--- src/rtl/bnn_isa_pkg.sv ---
// rtl/bnn_isa_pkg.sv - BNN sequencer ISA opcodes, register indices and core_ctrl field map
package bnn_isa_pkg;

   localparam int CORE_W_DEF = 17;

   localparam logic [4:0] OP_NOP   = 5'd0;
   localparam logic [4:0] OP_LDL   = 5'd1;
   localparam logic [4:0] OP_LDH   = 5'd2;
   localparam logic [4:0] OP_LOAD  = 5'd3;
   localparam logic [4:0] OP_ADDI  = 5'd4;
   localparam logic [4:0] OP_CMP   = 5'd5;
   localparam logic [4:0] OP_JMP   = 5'd6;
   localparam logic [4:0] OP_EMPT  = 5'd7;
   localparam logic [4:0] OP_BPUE  = 5'd8;
   localparam logic [4:0] OP_BPUC  = 5'd9;
   localparam logic [4:0] OP_OUT   = 5'd10;
   localparam logic [4:0] OP_STORE = 5'd11;
   localparam logic [4:0] OP_SHIFT = 5'd12;
   localparam logic [4:0] OP_MOVE  = 5'd13;
   localparam logic [4:0] OP_HALT  = 5'd31;

   localparam logic [2:0] RI_PC  = 3'd0;
   localparam logic [2:0] RI_LD  = 3'd1;
   localparam logic [2:0] RI_AUX = 3'd2;
   localparam logic [2:0] RI_ST  = 3'd3;
   localparam logic [2:0] RI_R1  = 3'd4;
   localparam logic [2:0] RI_R2  = 3'd5;
   localparam logic [2:0] RI_R3  = 3'd6;
   localparam logic [2:0] RI_R4  = 3'd7;

   // core_ctrl bit positions; pulse ops also carry inst[4:0] in the arg field
   localparam int CC_LOAD  = 0;
   localparam int CC_LTYPE = 1;
   localparam int CC_COL   = 3;
   localparam int CC_HALF  = 5;
   localparam int CC_EMPT  = 6;
   localparam int CC_BPUE  = 7;
   localparam int CC_BPUC  = 8;
   localparam int CC_OUT   = 9;
   localparam int CC_SHIFT = 10;
   localparam int CC_STORE = 11;
   localparam int CC_ARG   = 12;
   localparam int CC_ARG_W = 5;

   typedef enum logic [1:0] {
      ST_IDLE = 2'd0,
      ST_RUN  = 2'd1,
      ST_DONE = 2'd2
   } seq_state_t;

endpackage

--- src/rtl/bnn_seq_regfile.sv ---
// rtl/bnn_seq_regfile.sv - 8-entry register file, index 0 reads the executing pc
module bnn_seq_regfile
   import bnn_isa_pkg::*;
#(
   parameter int REG_W = 16,
   parameter int PC_W  = 11
) (
   input  logic             clk,
   input  logic             rst,
   input  logic [PC_W-1:0]  pc,
   input  logic [2:0]       ra_addr,
   output logic [REG_W-1:0] ra_data,
   input  logic [2:0]       rb_addr,
   output logic [REG_W-1:0] rb_data,
   input  logic             we,
   input  logic [2:0]       wa,
   input  logic [REG_W-1:0] wd,
   input  logic             ld_step,
   input  logic             ld_down,
   input  logic             st_step,
   input  logic             st_down,
   output logic [REG_W-1:0] ld_ptr,
   output logic [REG_W-1:0] st_ptr
);

   logic [REG_W-1:0] regs [0:7];
   logic [REG_W-1:0] pc_ext;

   assign pc_ext  = REG_W'(pc);
   assign ra_data = (ra_addr == RI_PC) ? pc_ext : regs[ra_addr];
   assign rb_data = (rb_addr == RI_PC) ? pc_ext : regs[rb_addr];
   assign ld_ptr  = regs[RI_LD];
   assign st_ptr  = regs[RI_ST];

   // entry 0 is never written; its slot only exists to keep indexing uniform
   always_ff @(posedge clk) begin
      if (rst) begin
         for (int i = 0; i < 8; i++) regs[i] <= '0;
      end else begin
         if (we && wa != RI_PC) regs[wa] <= wd;
         if (ld_step) regs[RI_LD] <= ld_down ? regs[RI_LD] - REG_W'(1) : regs[RI_LD] + REG_W'(1);
         if (st_step) regs[RI_ST] <= st_down ? regs[RI_ST] - REG_W'(1) : regs[RI_ST] + REG_W'(1);
      end
   end

endmodule

--- src/rtl/bnn_seq_ctrl.sv ---
// rtl/bnn_seq_ctrl.sv - BNN instruction sequencer: fetch pipeline, decode, pause replay
module bnn_seq_ctrl
   import bnn_isa_pkg::*;
#(
   parameter int IADDR_W = 11,
   parameter int DADDR_W = 13,
   parameter int REG_W   = 16,
   parameter int CORE_W  = CORE_W_DEF
) (
   input  logic               clk,
   input  logic               rst,
   input  logic               start,
   input  logic               pause,
   input  logic [15:0]        inst,
   output logic [IADDR_W-1:0] iaddr,
   output logic               icen,
   output logic [CORE_W-1:0]  core_ctrl,
   output logic [DADDR_W-1:0] daddr,
   output logic               dcen,
   output logic               dwen,
   output logic               busy,
   output logic               done
);

   seq_state_t         state;
   logic [IADDR_W-1:0] ex_pc;
   logic               ex_vld;

   logic [4:0]         op;
   logic               exec;
   logic [2:0]         rb_addr;
   logic [REG_W-1:0]   ra_data, rb_data, wd, ld_ptr, st_ptr;
   logic [2:0]         wa;
   logic               we, ld_step, ld_down, st_step, st_down, take, halt;
   logic [IADDR_W-1:0] jmp_target, replay_pc;
   logic [CORE_W-1:0]  cc_nxt;
   logic [DADDR_W-1:0] daddr_nxt;
   logic               dcen_nxt, dwen_nxt;

   assign op         = inst[15:11];
   assign exec       = (state == ST_RUN) && ex_vld && !pause;
   assign rb_addr    = (op == OP_JMP) ? RI_R1 : inst[7:5];
   assign jmp_target = ex_pc - IADDR_W'(inst[10:0]);
   // a squash bubble has no valid ex_pc; the pending word is then the one at iaddr
   assign replay_pc  = ex_vld ? ex_pc : iaddr;

   assign icen = (state != ST_RUN);
   assign busy = (state == ST_RUN);
   assign done = (state == ST_DONE);

   bnn_seq_regfile #(.REG_W(REG_W), .PC_W(IADDR_W)) u_rf (
      .clk     (clk),
      .rst     (rst),
      .pc      (ex_pc),
      .ra_addr (inst[10:8]),
      .ra_data (ra_data),
      .rb_addr (rb_addr),
      .rb_data (rb_data),
      .we      (we),
      .wa      (wa),
      .wd      (wd),
      .ld_step (ld_step),
      .ld_down (ld_down),
      .st_step (st_step),
      .st_down (st_down),
      .ld_ptr  (ld_ptr),
      .st_ptr  (st_ptr)
   );

   always_comb begin
      we        = 1'b0;
      wa        = inst[10:8];
      wd        = ra_data;
      ld_step   = 1'b0;
      ld_down   = 1'b0;
      st_step   = 1'b0;
      st_down   = 1'b0;
      take      = 1'b0;
      halt      = 1'b0;
      cc_nxt    = '0;
      daddr_nxt = daddr;
      dcen_nxt  = 1'b1;
      dwen_nxt  = 1'b1;
      if (exec) begin
         case (op)
            OP_LDL: begin
               we      = 1'b1;
               wd[7:0] = inst[7:0];
            end
            OP_LDH: begin
               we       = 1'b1;
               wd[15:8] = inst[7:0];
            end
            OP_LOAD: begin
               ld_step                = 1'b1;
               ld_down                = !inst[0];
               daddr_nxt              = DADDR_W'(ld_ptr);
               dcen_nxt               = 1'b0;
               cc_nxt[CC_LOAD]        = 1'b1;
               cc_nxt[CC_LTYPE +: 2]  = inst[10:9];
               cc_nxt[CC_COL +: 2]    = inst[8:7];
               cc_nxt[CC_HALF]        = inst[6];
            end
            OP_ADDI: begin
               we = 1'b1;
               wd = ra_data + {{(REG_W-8){inst[7]}}, inst[7:0]};
            end
            OP_CMP: begin
               we = 1'b1;
               wa = RI_R1;
               wd = REG_W'(ra_data < REG_W'(inst[7:0]));
            end
            OP_JMP:  take = (rb_data != '0);
            OP_STORE: begin
               st_step          = 1'b1;
               st_down          = inst[10];
               daddr_nxt        = DADDR_W'(st_ptr);
               dcen_nxt         = 1'b0;
               dwen_nxt         = 1'b0;
               cc_nxt[CC_STORE] = 1'b1;
            end
            OP_MOVE: begin
               we = 1'b1;
               wd = rb_data;
            end
            OP_EMPT, OP_BPUE, OP_BPUC, OP_OUT, OP_SHIFT: begin
               cc_nxt[CC_ARG +: CC_ARG_W] = inst[4:0];
               case (op)
                  OP_EMPT: cc_nxt[CC_EMPT]  = 1'b1;
                  OP_BPUE: cc_nxt[CC_BPUE]  = 1'b1;
                  OP_BPUC: cc_nxt[CC_BPUC]  = 1'b1;
                  OP_OUT:  cc_nxt[CC_OUT]   = 1'b1;
                  default: cc_nxt[CC_SHIFT] = 1'b1;
               endcase
            end
            OP_HALT: halt = 1'b1;
            default: ;
         endcase
      end
   end

   always_ff @(posedge clk) begin
      if (rst) begin
         state     <= ST_IDLE;
         iaddr     <= '0;
         ex_pc     <= '0;
         ex_vld    <= 1'b0;
         core_ctrl <= '0;
         daddr     <= '0;
         dcen      <= 1'b1;
         dwen      <= 1'b1;
      end else begin
         core_ctrl <= cc_nxt;
         daddr     <= daddr_nxt;
         dcen      <= dcen_nxt;
         dwen      <= dwen_nxt;
         case (state)
            ST_IDLE: begin
               ex_vld <= 1'b0;
               if (start) begin
                  state <= ST_RUN;
                  iaddr <= '0;
               end
            end
            ST_RUN: begin
               // pause outranks halt and jump so the stalled instruction replays intact
               if (pause) begin
                  iaddr  <= replay_pc;
                  ex_pc  <= replay_pc;
                  ex_vld <= 1'b0;
               end else if (halt) begin
                  state  <= ST_DONE;
                  ex_vld <= 1'b0;
               end else if (take) begin
                  iaddr  <= jmp_target;
                  ex_vld <= 1'b0;
               end else begin
                  ex_pc  <= iaddr;
                  ex_vld <= 1'b1;
                  iaddr  <= iaddr + IADDR_W'(1);
               end
            end
            ST_DONE: state <= ST_IDLE;
            default: state <= ST_IDLE;
         endcase
      end
   end

endmodule

--- config.mk ---
export PLATFORM = sky130hd
export DESIGN_NAME = bnn_seq_ctrl
export DESIGN_NICKNAME = d
export VERILOG_FILES = /design/src/rtl/bnn_isa_pkg.sv /design/src/rtl/bnn_seq_regfile.sv /design/src/rtl/bnn_seq_ctrl.sv
export SDC_FILE = /design/constraint.sdc
export NUM_CORES = 1
export LEC_CHECK = 0
export BUFFER_PORTS_ARGS = -buffer_cell sky130_fd_sc_hd__buf_2
export CAP_MARGIN = 40
export CORE_MARGIN = 4
export CORE_UTILIZATION = 56
export CTS_CLUSTER_DIAMETER = 60
export DETAILED_ROUTE_END_ITERATION = 8
export PLACE_DENSITY = 0.8
export SYNTH_ARGS = -nofsm -noshare
export SYNTH_HDL_FRONTEND = slang
export SYNTH_HIERARCHICAL = 1
export SYNTH_SLANG_ARGS = --single-unit
--- constraint.sdc ---
create_clock -name clk -period 9.7 [get_ports clk]
set_input_delay 0.97 -clock clk [delete_from_list [all_inputs] [get_ports clk]]
set_output_delay 0.97 -clock clk [all_outputs]
set_load 0.02 [all_outputs]
==> qor.csv, run 1 <==
stage,metric,value,unit
status,status,finished clean,
flow_run,drv_cap,0,
sta,min_period,5320,ps
cts,cts_setup_buffers,0,
synth,synth_area_leaders,"edfxtp_1 28%, mux4_2 9.9%, dfxtp_1 9.3%, ha_1 6.3%, nand2_1 4.8%",
final_layout,layout.cells.most_common,nand2_1,
critical_path,path_class,input port to flop,
placed_design,dp.cells,1559,
final_layout,final_cell_mix,"156 x nand2_1, 115 x edfxtp_1, 107 x nor2_1, 88 x and2_1, 73 x buf_2",
synth,synth_seq_area_share,0.375,
final_layout,postLayoutCoreUtil,0.632,
detailed_routing,dr_wl_met3,4330,um
cts,clock_path_buffers,2,
critical_path,cpPeakStageDelay,710,ps
floorplanning,dieArea,24300,um2
floorplanning,fp.dieW,156,um
detailed_routing,highest_layer,met4,
critical_path,path_buf_inv,2,
placed_design,io_buffers,65,
synth,synth_cell_types,78,
detailed_routing,dr_wl_met2,16700,um
synth,syn_area,12200,um2
hold_path,min_path_type,flop to flop,
synth,synthCells,1246,
detailed_routing,antenna_left,0,
synth,synth_edf_count,115,
synth,synth_compound_area_frac,0.171,
final_layout,nets,1389,
synth,synth_area_leader_cell,edfxtp_1,
sta,max_freq,188,MHz
floorplanning,die_height,156,um
sta,finalSetupViolations,0,
sta,skew,13.4,ps
sta,min_period_over_period,0.549,
global_route,grt_usage,0.298,
global_route,antenna_found_initial,0,
synth,synth_xor_area_frac,0.0351,
cts,cts_tree,built,
final_layout,finalNonFillerCells,1591,
detailed_routing,vias,10700,
final_layout,layout-drive-gt1-share,0.167,
critical_path,cp-start-kind,input port,
sta,slew_headroom,0.314,
cts,cts_resized,0,
sta,final_max_slew_viol_count,0,
critical_path,cp.arrival,5630,ps
synth,ys_warn_count,6,
power_and_ir_drop,p_leak,5.54,nW
floorplanning,coreArea,21300,um2
cts,cts_buffers,17,
global_route,grt_pass1_vias,10200,
synth,synthSimpleGateAreaFrac,0.190,
critical_path,critical_path_required,10000,ps
detailed_routing,wl_per_cell,23.1,um
critical_path,critPathMaxFanout,40,
detailed_routing,totalWireLength,36800,um
sta,whs,485,ps
detailed_routing,drt_iter0_drc,1658,
synth,synthMuxAreaShare,0.127,
synth,synth_top_family_by_area,simple AND/OR/NAND/NOR gates,
cts,insertion_delay,440,ps
global_route,grt_pass1_wl,56400,um
synth,yosys.area.top_type_share,0.282,
sta,fin_tns_setup,0,ps
synth,ys.flop_type,edfxtp_1,
cts,cts_root_buffer,clkbuf_16,
final_layout,diodes,0,
floorplanning,io_pins,66,
placed_design,hpwl,26400,um
power_and_ir_drop,powerDensity,132,nW/um2
sta,rsz0062_at_grt,no,
cts,cts-hold-fix-buffers,0,
sta,hold_viol_final,0,
cts,cts_sinks,172,
critical_path,worst_setup_path_end_kind,flop,
synth,synth_fa_ha_area_frac,0.0699,
detailed_routing,wl_met1,13700,um
synth,synth-seq-cells,172,
critical_path,slowest_stage,nand3_1,
critical_path,path_cells,"buf_2, nand2b_1, nor2_1, nor2_4, buf_4, mux4_2, nand2_1, nand2_1, nor4_1, nand4_1, nand3_1, nand3_1, mux2i_1, nor2_1",
cts,h-tree-depth,4,
cts,clkTransAtPathRegs,70,ps
global_route,gr-total-overflow,0,
power_and_ir_drop,peakVddDrop,0.0965,mV
synth,synth_area_per_cell,9.82,um2
detailed_routing,vias_per_cell,6.74,
detailed_routing,post-route-drc-count,0,
floorplanning,start_util,0.575,
final_layout,area_growth,9.93,%
synth,async_flop_share,0,
placed_design,place_congestion,1.01,
detailed_routing,drtPass1Iterations,7,
sta,worstMarginPinSlew,1030,ps
power_and_ir_drop,power,1.78,mW
critical_path,cp_top_family,simple AND/OR/NAND/NOR gates,
floorplanning,rows,53,
global_route,grt_start_max_net_pins,59,
## cells in the mapped netlist (20+ instances only)
cell,number
mux4_2,54
nor2_1,109
a21o_1,20
clkbuf_1,40
dfxtp_1,57
xnor2_1,27
edfxtp_1,115
nand2_1,156
o21ai_0,65
inv_1,30
and2_1,88
xor2_1,22
ha_1,62
nand2b_1,21
mux2i_1,27
a21oi_1,63
## report_power, final
group          internal [mW]  switching [mW]
registers              0.798          0.0191
logic                  0.107           0.184
clock network          0.358           0.310
total                   1.26           0.514
## metrics by stage
step	instance area (um2)	setup slack, ps
after floorplan	12200	4950
after global placement	12800	4170
after detailed placement	12900	4110
after CTS	13500	4560
after global routing	13500	4170
final	13500	4380
## final cells by class
cell class | count | area [um2]
Fill cell | 1694 | 7830
Clock buffer | 17 | 425
Clock inverter | 15 | 135
Timing Repair Buffer | 98 | 553
Multi-Input combinational cell | 984 | 7290
Inverter | 30 | 113
Tap cell | 275 | 344
Sequential cell | 172 | 4590
## path summary, 6_finish.rpt
check                            start                          to  slack (ps)  cells past startpoint
min              daddr[3]$_SDFFE_PP0P_       daddr[3]$_SDFFE_PP0P_         480                      2
max                           inst[14]       ex_pc[2]$_SDFFE_PP0P_        4380                     14
min reg2reg      daddr[3]$_SDFFE_PP0P_       daddr[3]$_SDFFE_PP0P_         480                      2
max reg2reg  u_rf/regs[3][0]$_DFFE_PP_  u_rf/regs[3][12]$_DFFE_PP_        5230                     16
## registers in the layout (all words and copies together) (netlist names)
register / flops
ex_pc: 11
ex_vld: 1
core_ctrl: 17
dcen: 1
dwen: 1
daddr: 13
state: 2
iaddr: 11
u_rf/regs: 115
## worst min-delay path, delay by kind of cell, from the launching register on
kind,cells,cell delay [ps]
compound gates,1,60
flops,1,320
simple gates,1,70
## metal layers
layer / track usage / vias to the layer above
li1: - / 4756
met1: 0.390 / 5030
met2: 0.466 / 773
met3: 0.0721 / 166
met4: 0.144 / 0
met5: 0 / -
## kinds of logic after synthesis
kind of cell    Yosys count
flops                   172
simple gates            477
fa+ha+maj                66
other cells               1
mux                      87
xor+xnor                 49
compound gates          302
buf+inv                  92
Note: power is estimated with default switching activity, not from simulation.
==> run 2, diff against run 1 <==
- ABC_AREA: not set -> 1
- clock period: 9.7 -> 5.2 ns (I/O delays scaled with it)
==> run 2 against run 1 <==
Wire length is 34% higher; area after synthesis is 8.8% higher; critical path type unchanged; sequential power grew 92%; final cell count grew 48%.
==> qor.csv, run 2 <==
stage,metric,value,unit,change
synth,synth_seq_area_share,0.350,,-0.0259
critical_path,path_class,input port to flop,,
synth,synth_cell_types,54,,-31%
cts,cts-hold-fix-buffers,0,,unchanged
critical_path,worst_setup_path_end_kind,flop,,
placed_design,io_buffers,65,,unchanged
floorplanning,rows,56,,+5.7%
global_route,grt_usage,0.368,,+0.0707
hold_path,min_path_type,input port to flop,,
detailed_routing,drtPass1Iterations,8,,+1
cts,cts_tree,built,,
sta,skew,31.2,ps,+17.8 ps
floorplanning,io_pins,66,,unchanged
detailed_routing,wl_per_cell,21.0,um,-9.1%
synth,async_flop_share,0,,unchanged
sta,min_period_over_period,0.771,,
synth,synth_area_leader_cell,edfxtp_1,,
placed_design,hpwl,36800,um,+40%
detailed_routing,drt_iter0_drc,1982,,+20%
global_route,antenna_found_initial,1,,+1
sta,hold_viol_final,0,,unchanged
floorplanning,start_util,0.569,,-0.00595
final_layout,final_cell_mix,"563 x nand2_1, 228 x inv_1, 226 x nor2_1, 163 x a21oi_1, 156 x nand3_1",,
sta,rsz0062_at_grt,no,,
flow_run,drv_cap,0,,unchanged
final_layout,layout.cells.most_common,nand2_1,,
final_layout,reg_top3,"u_rf/regs (117), core_ctrl (17), daddr (13)",,
power_and_ir_drop,peakVddDrop,0.177,mV,+83%
synth,synth-seq-cells,174,,+1.2%
cts,cts_setup_buffers,0,,unchanged
status,status,finished clean,,
final_layout,finalInstanceArea,14600,um2,+8.7%
sta,fin_tns_setup,0,ps,unchanged
sta,min_period,4010,ps,
final_layout,top_register,u_rf/regs,,
cts,cts_root_buffer,clkbuf_16,,
power_and_ir_drop,powerDensity,252,nW/um2,+91%
floorplanning,fp.dieW,162,um,+4.1%
final_layout,nets,2104,,+51%
cts,clock_path_buffers,2,,unchanged
synth,ys.flop_type,edfxtp_1,,
synth,syn_area,13300,um2,+8.8%
detailed_routing,vias,14200,,+32%
cts,cts_resized,0,,unchanged
synth,ys_top_cells_by_count,"563 x nand2_1, 228 x inv_1, 228 x nor2_1",,
placed_design,place_congestion,1.08,,+7.6%
sta,whs,318,ps,-167 ps
synth,synth_area_leaders,"edfxtp_1 26%, nand2_1 16%, dfxtp_1 8.6%, inv_1 6.4%, nor2_1 6.4%",,
cts,h-tree-depth,4,,unchanged
detailed_routing,antenna_left,0,,unchanged
placed_design,dp.cells,2318,,+49%
synth,ys_warn_count,6,,unchanged
critical_path,cp-start-kind,input port,,
detailed_routing,post-route-drc-count,0,,unchanged
final_layout,finalNonFillerCells,2350,,+48%
global_route,grt_start_max_net_pins,78,,+32%
detailed_routing,totalWireLength,49300,um,+34%
floorplanning,coreArea,23400,um2,+9.9%
synth,synth_edf_count,117,,+1.7%
synth,synth_area_per_cell,6.76,um2,-31%
placed_design,placed_cell_area,14000,um2,+8.5%
synth,yosys.area.top_type_share,0.264,,-0.0183
cts,cts_buffers,17,,unchanged
placed_design,place_ws,950,ps,-3160 ps
cts,insertion_delay,470,ps,+30 ps
sta,max_freq,249,MHz,
critical_path,critical_path_required,5500,ps,-4500 ps
global_route,grt_pass1_wl,74500,um,+32%
global_route,gr-total-overflow,0,,unchanged
final_layout,largest_reg_flops,117,,+1.7%
sta,slew_headroom,0.406,,+0.0926
power_and_ir_drop,p_leak,6.90,nW,+25%
final_layout,layout-drive-gt1-share,0.0876,,-0.0795
detailed_routing,vias_per_cell,6.04,,-10%
final_layout,diodes,0,,unchanged
cts,clkTransAtPathRegs,80,ps,about the same
floorplanning,die_height,162,um,+4.1%
sta,finalSetupViolations,0,,unchanged
sta,layout_setup_ws,1190,ps,-3190 ps
cts,cts_sinks,174,,+1.2%
critical_path,critPathMaxFanout,23,,-43%
synth,synthCells,1971,,+58%
synth,synth_most_common_cell,nand2_1,,
sta,worstMarginPinSlew,888,ps,-141 ps
final_layout,area_growth,9.83,%,about the same
floorplanning,dieArea,26300,um2,+8.3%
critical_path,cp.arrival,4320,ps,-1310 ps
sta,final_max_slew_viol_count,0,,unchanged
global_route,grt_pass1_vias,12800,,+25%
run 2: cell types whose count changed after synthesis, sizes merged, moves of 19 or more:
| cell | before | now |
|---|---|---|
| and2 | 88 | 1 |
| a21o | 21 | 2 |
| mux4 | 54 | 0 |
| a21oi | 63 | 166 |
| nand3 | 15 | 161 |
| nor2 | 109 | 236 |
| o21ai | 75 | 149 |
| mux2i | 27 | 1 |
| nand2b | 22 | 0 |
| xnor2 | 27 | 5 |
| nand2 | 156 | 568 |
| inv | 30 | 242 |
run 2: logic make-up after synthesis:
logic type      count (synthesis)  synth area share
compound gates                382             0.160
xor+xnor                       13           0.00855
fa+ha+maj                      66            0.0643
buf+inv                       318            0.0955
flops                         174             0.350
mux                             1          0.000752
other cells                     1          0.000282
simple gates                 1016             0.321
run 2: final cells by class:
type	count	area, um2
Clock buffer	17	425
Clock inverter	15	215
Timing Repair Buffer	97	582
Sequential cell	174	4650
Multi-Input combinational cell	1483	7430
Fill cell	2215	8780
Tap cell	319	399
Inverter	245	923
run 2: path summary, 6_finish.rpt:
path | start | to | slack, ps | depth (start not counted)
setup reg to reg | ex_vld$_SDFFE_PP0P_ | u_rf/regs[1][3]$_DFFE_PP_ | 1200 | 11
setup / recovery | inst[8] | u_rf/regs[2][11]$_SDFFCE_PN0P_ | 1190 | 20
hold reg to reg | iaddr[10]$_SDFFE_PP0P_ | iaddr[10]$_SDFFE_PP0P_ | 510 | 2
hold / removal | inst[15] | core_ctrl[6]$_SDFF_PP0_ | 320 | 2
run 2: power by group:
part | switching (mW) | total [mW] | internal, mW
Clock | 0.741 | 1.42 | 0.678
Sequential | 0.0556 | 1.57 | 1.51
Combinational | 0.506 | 0.703 | 0.197
run 2: stage by stage:
| stage | power (mW) | util |
|---|---|---|
| 2_1_floorplan | 2.02 | - |
| 3_3_place_gp | 2.27 | 0.597 |
| 3_5_place_dp | 2.27 | 0.598 |
| 4_1_cts | 3.67 | 0.625 |
| 5_1_grt | 3.81 | 0.625 |
| 6_report | 3.69 | 0.625 |
run 2: layer usage:
metal  up-vias  global-route usage  part of all wire
met5         -                   0           0.00030
met4         2               0.151             0.048
met3       166              0.0749              0.12
met2       919               0.567              0.43
met1      6501               0.510              0.40
li1       6617                   -                 -
run 2: critical path, stage by stage:
cell,delay (ps)
buf_2,130
inv_2,360
buf_4,330
nand2_1,70
nand3_1,90
o21ai_0,90
a21oi_1,310
ha_1,340
inv_1,140
nand2_1,130
nor3_1,160
nand2_1,100
nand2_1,140
nand2_1,70
nand2_1,70
nor2_1,40
nand3b_1,240
a21oi_1,560
inv_1,230
nor2_1,170
==> run 3, diff against run 2 <==
- PLACE_DENSITY: 0.8 -> 0.83
- clock period: 5.2 -> 3.3 ns (I/O delays scaled with it)
==> run 3 against run 2 <==
Register-to-register slack worse by 1100 ps; clock skew down 11 ps; critical path depth down 4; sequential power up 55%; combinational power up 110%; largest cell class unchanged; critical endpoint is now u_rf/regs[1][4]$_DFFE_PP_; clock-buffer cell count unchanged; sequential cell count unchanged.
==> qor.csv, run 3 (synthesis results as in run 2) <==
stage,metric,value,unit,change
critical_path,worst_setup_path_end_kind,flop,,
global_route,grt_usage,0.382,,+0.0136
final_layout,diodes,0,,unchanged
detailed_routing,vias_per_cell,5.93,,-1.9%
floorplanning,dieArea,26300,um2,unchanged
critical_path,cpPeakStageDelay,420,ps,-140 ps
sta,min_period,3240,ps,
cts,cts_sinks,174,,unchanged
final_layout,layout-drive-gt1-share,0.184,,+0.0959
cts,clock_path_buffers,2,,unchanged
cts,cts_buffers,17,,unchanged
critical_path,critPathMaxFanout,6,,-74%
power_and_ir_drop,power,6.10,mW,+65%
final_layout,layout.cells.most_common,nand2_1,,
floorplanning,coreArea,23400,um2,unchanged
sta,final_max_slew_viol_count,0,,unchanged
floorplanning,die_height,162,um,unchanged
critical_path,rr_startpoint,u_rf/regs[5][2]$_SDFFCE_PN0P_,,
global_route,grt_start_max_net_pins,43,,-45%
sta,fin_tns_setup,0,ps,unchanged
cts,clkTransAtPathRegs,90,ps,about the same
cts,cts_root_buffer,clkbuf_16,,
final_layout,largest_reg_flops,117,,unchanged
cts,cts-hold-fix-buffers,0,,unchanged
detailed_routing,post-route-drc-count,0,,unchanged
critical_path,cp-start-kind,flop,,
cts,h-tree-depth,4,,unchanged
critical_path,cp.arrival,3520,ps,-800 ps
detailed_routing,wl_per_cell,20.3,um,-3.2%
power_and_ir_drop,peakVddDrop,0.355,mV,+100%
sta,slew_headroom,0.553,,+0.146
sta,min_period_over_period,0.981,,
final_layout,final_cell_mix,"556 x nand2_1, 218 x inv_1, 217 x nor2_1, 188 x buf_4, 152 x nand3_1",,
final_layout,area_growth,21.9,%,
global_route,grt_pass1_vias,13900,,+8.8%
placed_design,place_congestion,1.06,,-2.6%
critical_path,slowest_stage,edfxtp_1,,
sta,whs,161,ps,-157 ps
power_and_ir_drop,powerDensity,376,nW/um2,+49%
cts,cts_tree,built,,
detailed_routing,drtPass1Iterations,8,,unchanged
critical_path,critPathLaunch,u_rf/regs[5][2]$_SDFFCE_PN0P_,,
detailed_routing,drt_iter0_drc,2144,,+8.2%
final_layout,nets,2274,,+8.1%
sta,skew,20.6,ps,-10.6 ps
global_route,antenna_found_initial,2,,+1
status,status,finished clean,,
final_layout,finalInstanceArea,16200,um2,+11%
critical_path,path_buf_inv,5,,unchanged
placed_design,io_buffers,65,,unchanged
floorplanning,io_pins,66,,unchanged
sta,rsz0062_at_grt,yes,,
placed_design,hpwl,39800,um,+8.1%
critical_path,cp_top_family,compound AO/OA/AOI/OAI gates,,
flow_run,drv_cap,0,,unchanged
final_layout,reg_top3,"u_rf/regs (117), core_ctrl (17), daddr (13)",,
critical_path,path_class,flop to flop,,
global_route,gr-total-overflow,0,,unchanged
hold_path,min_path_type,input port to flop,,
power_and_ir_drop,p_leak,7.75,nW,+12%
sta,hold_viol_final,0,,unchanged
floorplanning,rows,56,,unchanged
critical_path,critical_path_required,3580,ps,-1920 ps
global_route,grt_pass1_wl,77800,um,+4.4%
sta,max_freq,309,MHz,
sta,finalSetupViolations,0,,unchanged
floorplanning,fp.dieW,162,um,unchanged
critical_path,path_common_cell,buf_4,,
hold_path,min-delay-start,inst[12],,
detailed_routing,antenna_left,0,,unchanged
detailed_routing,vias,15000,,+5.2%
floorplanning,start_util,0.569,,unchanged
detailed_routing,totalWireLength,51200,um,+3.8%
critical_path,path_cells,"nand2_1, o21ai_0, o21ai_1, a21oi_1, buf_4, buf_4, ha_1, buf_4, a21oi_4, nand2_2, buf_4, a21oi_1, o21ai_0, a21oi_1, inv_1, o21ai_1",,
final_layout,finalNonFillerCells,2520,,+7.2%
cts,insertion_delay,450,ps,-20 ps
placed_design,dp.cells,2486,,+7.2%
final_layout,top_register,u_rf/regs,,
placed_design,placed_cell_area,15300,um2,+9.6%
sta,worstMarginPinSlew,670,ps,-218 ps
[run 3: area by class of cell]
| class | count | area (um2) |
|---|---|---|
| Multi-Input combinational cell | 1483 | 7640 |
| Clock inverter | 15 | 208 |
| Tap cell | 319 | 399 |
| Inverter | 245 | 941 |
| Clock buffer | 17 | 425 |
| Timing Repair Buffer | 267 | 1960 |
| Sequential cell | 174 | 4650 |
| Fill cell | 2061 | 7170 |
[run 3: path summary, 6_finish.rpt]
kind	end	slack, ps	cells after the start
worst max-delay path	u_rf/regs[1][4]$_DFFE_PP_	60	16
worst min-delay path	core_ctrl[7]$_SDFF_PP0_	160	2
worst max register to register	u_rf/regs[1][4]$_DFFE_PP_	60	16
worst min register to register	iaddr[10]$_SDFFE_PP0P_	520	2
[run 3: layer usage]
| metal | global-route usage | up-vias | share of wire | wire [um] |
|---|---|---|---|---|
| li1 | - | 6965 | - | - |
| met1 | 0.499 | 6729 | 0.38 | 19400 |
| met4 | 0.196 | 0 | 0.062 | 3180 |
| met3 | 0.0926 | 231 | 0.13 | 6610 |
| met2 | 0.592 | 1025 | 0.43 | 22000 |
| met5 | 0 | - | 0 | 0 |
[run 3: through the flow]
stage / util / setup slack, ps
floorplan: - / 171
global placement: 0.655 / -386
detailed placement: 0.655 / -424
CTS: 0.683 / -10.8
global route: 0.694 / -26.7
finish: 0.694 / 63.1
[run 3: worst reg2reg max path, stage by stage, from the launching register on]
cell and delay, ps:
edfxtp_1 420, nand2_1 70, o21ai_0 80, o21ai_1 260, a21oi_1 130, buf_4 160, buf_4 140, ha_1 200
buf_4 150, a21oi_4 160, nand2_2 80, buf_4 140, a21oi_1 100, o21ai_0 140, a21oi_1 360, inv_1 280
o21ai_1 210
[run 3: what timing repair did]
item / 4_1_cts / 5_1_grt
pin swaps: 1 / 16
setup endpoints to repair: 22 / 73
buffers inserted: 0 / 2
resized for setup: 8 / 71
[run 3: power by group]
group	switching, mW	leakage (nW)	internal (mW)
Sequential	0.0604	1.67	2.38
Clock	1.06	0.306	1.11
Combinational	0.935	5.78	0.550
Total	2.05	7.75	4.05
